## src/rtl/pipe_stage_skid.sv

```systemverilog
// Pipeline stage register with a two-entry skid buffer, synchronous flush and
// a saturating stall counter. in_ready is decoded from state only, never from out_ready.
module pipe_stage_skid #(
  parameter int DATA_W = 96,
  parameter int CTRL_W = 6,
  parameter int CNT_W  = 16
) (
  input  logic              clk,
  input  logic              reset,
  input  logic              flush,
  input  logic              in_valid,
  output logic              in_ready,
  input  logic [DATA_W-1:0] in_data,
  input  logic [CTRL_W-1:0] in_ctrl,
  output logic              out_valid,
  input  logic              out_ready,
  output logic [DATA_W-1:0] out_data,
  output logic [CTRL_W-1:0] out_ctrl,
  output logic [1:0]        occupancy,
  output logic [CNT_W-1:0]  stall_cnt
);

  typedef enum logic [1:0] {
    ST_EMPTY = 2'd0,
    ST_ONE   = 2'd1,
    ST_FULL  = 2'd2
  } state_t;

  state_t              r_state;
  state_t              w_state_next;
  logic [DATA_W-1:0]   r_m_data;
  logic [CTRL_W-1:0]   r_m_ctrl;
  logic [DATA_W-1:0]   r_s_data;
  logic [CTRL_W-1:0]   r_s_ctrl;
  logic [CNT_W-1:0]    r_stall_cnt;

  logic w_accept;
  logic w_drain;
  logic w_load_m;
  logic w_m_from_s;
  logic w_load_s;
  logic w_stall;

  assign out_valid = (r_state != ST_EMPTY);
  assign in_ready  = (r_state != ST_FULL);
  assign occupancy = r_state;
  assign out_data  = r_m_data;
  // Gating keeps control bits such as MEM_wen from leaking out of a bubble.
  assign out_ctrl  = out_valid ? r_m_ctrl : {CTRL_W{1'b0}};
  assign stall_cnt = r_stall_cnt;

  assign w_accept = in_valid & in_ready;
  assign w_drain  = out_valid & out_ready;
  assign w_stall  = out_valid & ~out_ready;

  always_comb begin
    w_state_next = r_state;
    w_load_m     = 1'b0;
    w_m_from_s   = 1'b0;
    w_load_s     = 1'b0;
    if (flush) begin
      w_state_next = ST_EMPTY;
    end else begin
      case (r_state)
        ST_EMPTY: begin
          if (w_accept) begin
            w_state_next = ST_ONE;
            w_load_m     = 1'b1;
          end
        end
        ST_ONE: begin
          if (w_accept && w_drain) begin
            w_load_m = 1'b1;
          end else if (w_accept) begin
            w_state_next = ST_FULL;
            w_load_s     = 1'b1;
          end else if (w_drain) begin
            w_state_next = ST_EMPTY;
          end
        end
        ST_FULL: begin
          if (w_drain) begin
            w_state_next = ST_ONE;
            w_m_from_s   = 1'b1;
          end
        end
        default: w_state_next = ST_EMPTY;
      endcase
    end
  end

  always_ff @(posedge clk or posedge reset) begin
    if (reset) begin
      r_state <= ST_EMPTY;
    end else begin
      r_state <= w_state_next;
    end
  end

  // Data registers keep stale contents on flush; only the state forgets them.
  always_ff @(posedge clk or posedge reset) begin
    if (reset) begin
      r_m_data <= '0;
      r_m_ctrl <= '0;
      r_s_data <= '0;
      r_s_ctrl <= '0;
    end else begin
      if (w_load_m) begin
        r_m_data <= in_data;
        r_m_ctrl <= in_ctrl;
      end else if (w_m_from_s) begin
        r_m_data <= r_s_data;
        r_m_ctrl <= r_s_ctrl;
      end
      if (w_load_s) begin
        r_s_data <= in_data;
        r_s_ctrl <= in_ctrl;
      end
    end
  end

  always_ff @(posedge clk or posedge reset) begin
    if (reset) begin
      r_stall_cnt <= '0;
    end else if (w_stall && (r_stall_cnt != {CNT_W{1'b1}})) begin
      r_stall_cnt <= r_stall_cnt + {{(CNT_W-1){1'b0}}, 1'b1};
    end
  end

endmodule

```

## config.mk

```make
export PLATFORM = sky130hd
export DESIGN_NAME = pipe_stage_skid
export DESIGN_NICKNAME = d
export VERILOG_FILES = /design/src/rtl/pipe_stage_skid.sv
export SDC_FILE = /design/constraint.sdc
export NUM_CORES = 1
export LEC_CHECK = 0
export CORE_ASPECT_RATIO = 1.75
export CORE_UTILIZATION = 45
export CTS_CLUSTER_SIZE = 10
export DETAILED_ROUTE_END_ITERATION = 8
export DONT_BUFFER_PORTS = 1
export PLACE_DENSITY = 0.59
export SYNTH_ARGS = -nofsm -noshare
export SYNTH_HDL_FRONTEND = slang
export SYNTH_SLANG_ARGS = --single-unit
```

## constraint.sdc

```tcl
create_clock -name clk -period 12.57 [get_ports clk]
set_input_delay 2.514 -clock clk [delete_from_list [all_inputs] [get_ports clk]]
set_output_delay 2.514 -clock clk [all_outputs]
set_load 0.005 [all_outputs]
```

==> out/qor.txt <==
outcome - completed
first-pass GRT wire length - 31900 um
net count after synthesis - 861
final hold viol count - 0
Initial DRC Count - 337
post_cts resized - 0
drt wl/cell - 21.1 um
EDFF count, synth - 0
Die Y - 189 um
placer congestion estimate - 0.752
Vias/cell - 5.77
clk sink count - 222
Post-CTS Setup Inserts - 0
clock-pin transition on the worst setup and hold timing paths - 0.06 ns
Final Cycle Share - 0.347
Area growth, synth to finish - 9.56%
setup TNS - 0 ns
vias in the first global route - 5996
fin nets - 847
critical path class - reg2out
CP Data Required Time - 10.06 ns
worst vdd ir - 0.118 mV
largest net degree at the start of global routing - 152
CP startpoint kind - flip-flop
cells after synthesis - 753
Num CTS Buffers - 26
synth warn - 0
DR pass1 iterations - 4
final setup fails - 0
Final Critical Period - 4.36 ns
syn avg cell area - 11.9 sq um
Initial Utilization - 0.457
IO Port Bufs - 0
RSZ-0062 raised after global routing - no
number of synthesized register bits - 222
design area - 0.00985 sq mm
Setup WS pre-CTS - 7.82 ns
top cell type by total area after synthesis - dfrtp_1
PnR worst setup slack - 8.21 ns
Congestion Overflow GR - 0
Rows - 68
Leakage Power - 4.62 nW
# H-tree levels - 1
CTS tree - yes
core area - 0.0197 sq mm
Final Skew - 0.0106 ns
die footprint - 0.0206 sq mm
max-slew violations - 0
Max FO, Critical Path - 12
DP Area - 0.00916 sq mm
Die X - 109 um
Critical Path AT - 1.85 ns
# diodes - 0
Root Buffer - clkbuf_16
count leader, synth - dfrtp_1
initial antenna violation count - 0
Clock Latency Late Sink - 0.51 ns
highest clock rate - 229 MHz
Post-Syn Area - 0.00899 sq mm
Ports - 229
DRC violations left - 0
crit end category - primary output
synth cell count leaders - 222 x dfrtp_1, 207 x nand2_1, 102 x a22oi_1
post-synthesis sequential area ratio - 0.618
pwr/cell area - 185 mW/mm^2
max cap viols - 0
clk buf depth - 3
Post-synth top flop - dfrtp_1
post-synth top area share - 0.618
FFs w/ async S/R, synth - 1.00
detailed placement HPWL - 13100 um
relative slew slack - 0.188
Hold Path Class - reg2reg
DRT Wirelength - 20700 um
worst slew pin tran - 1.22 ns
hold bufs inserted after CTS - 0
DR vias - 5674
Final ANT Viol Nets - 0
Total Routing Usage GR - 0.201
count of different cell masters after synthesis - 34
top post-synthesis cells by area - dfrtp_1 62%, mux2_1 10%, nand2_1 8.6%
share of cells above drive strength 1 - 0.0907
[final cells by class]
| cell class | count | area [sq um] |
|---|---|---|
| fillers | 1736 | 9810 |
| flip-flops and latches | 222 | 5560 |
| multi-input cells | 478 | 3230 |
| clock buffers | 27 | 676 |
| well taps | 245 | 307 |
| repair buffers | 6 | 45.0 |
| inverters | 5 | 26.3 |
| clock inverters | 1 | 8.76 |
[worst max-delay path, cell delays in order, from the launching register on]
cell     delay, ns
dfrtp_1       0.46
nor2_1        0.70
nor2b_1       0.18
[final timing paths]
path	end	startpoint	slack, ns	cells after the start
setup / recovery	out_ctrl[3]	occupancy[0]	8.21	2
hold / removal	r_m_ctrl[1]	r_m_ctrl[1]	0.47	2
min in group asynchronous	out_data[6]	reset	2.08	1
setup reg to reg	r_s_data[41]	occupancy[1]	9.78	5
hold reg to reg	r_m_ctrl[1]	r_m_ctrl[1]	0.47	2
max in group asynchronous	r_s_data[66]	reset	8.90	2
[where the power goes]
group / internal [mW] / switching [mW]
logic: 0.0948 / 0.0942
registers: 0.878 / 0.117
clock network: 0.375 / 0.264
[layout by cell type, fill, tap and decap left out, drive strengths merged, types with 2 or more instances in the layout]
cell type,instances
a22oi,102
dfrtp,222
nor4,6
clkbuf,27
nand4,4
or2,2
mux2,103
xor2,13
nor2b,8
nor4b,3
inv,6
nor2,4
buf,6
nand2,207
or3,2
nand3,4
nor3,7
xnor2,2
nand2b,3
[registers in the layout, summed over array words and instances (netlist names)]
signal	flops
r_s_data	96
r_s_ctrl	6
out_data	96
stall_cnt	16
r_m_ctrl	6
occupancy	2
[kinds of logic after synthesis]
family	after synthesis	share of synthesized area
xor gates and xnor gates	15	0.0146
AOI/OAI and AO/OA	106	0.0883
adders and majority gates	1	0.00139
muxes	104	0.130
and+or+nand+nor	252	0.122
buffers and inverters	53	0.0259
DFF	222	0.618
[metrics by stage]
step | utilization | hold WS (ns) | power, mW | cells
after CTS | 0.501 | 0.473 | 1.85 | 984
after detailed placement | 0.466 | 0.458 | 1.20 | 956
after floorplan | - | 0.438 | 1.13 | 753
after global placement | 0.466 | 0.454 | 1.18 | 956
after global routing | 0.501 | 0.487 | 1.92 | 984
final | 0.501 | 0.471 | 1.82 | 984
[routing by layer]
| layer | track usage | up-vias | routed length [um] |
|---|---|---|---|
| met1 | 0.218 | 2862 | 7240 |
| li1 | - | 2565 | - |
| met2 | 0.354 | 201 | 10800 |
| met3 | 0.0627 | 46 | 1830 |
| met4 | 0.0873 | 0 | 831 |
| met5 | 0 | - | 0 |
No activity file was read; power rests on OpenSTA's default activity.
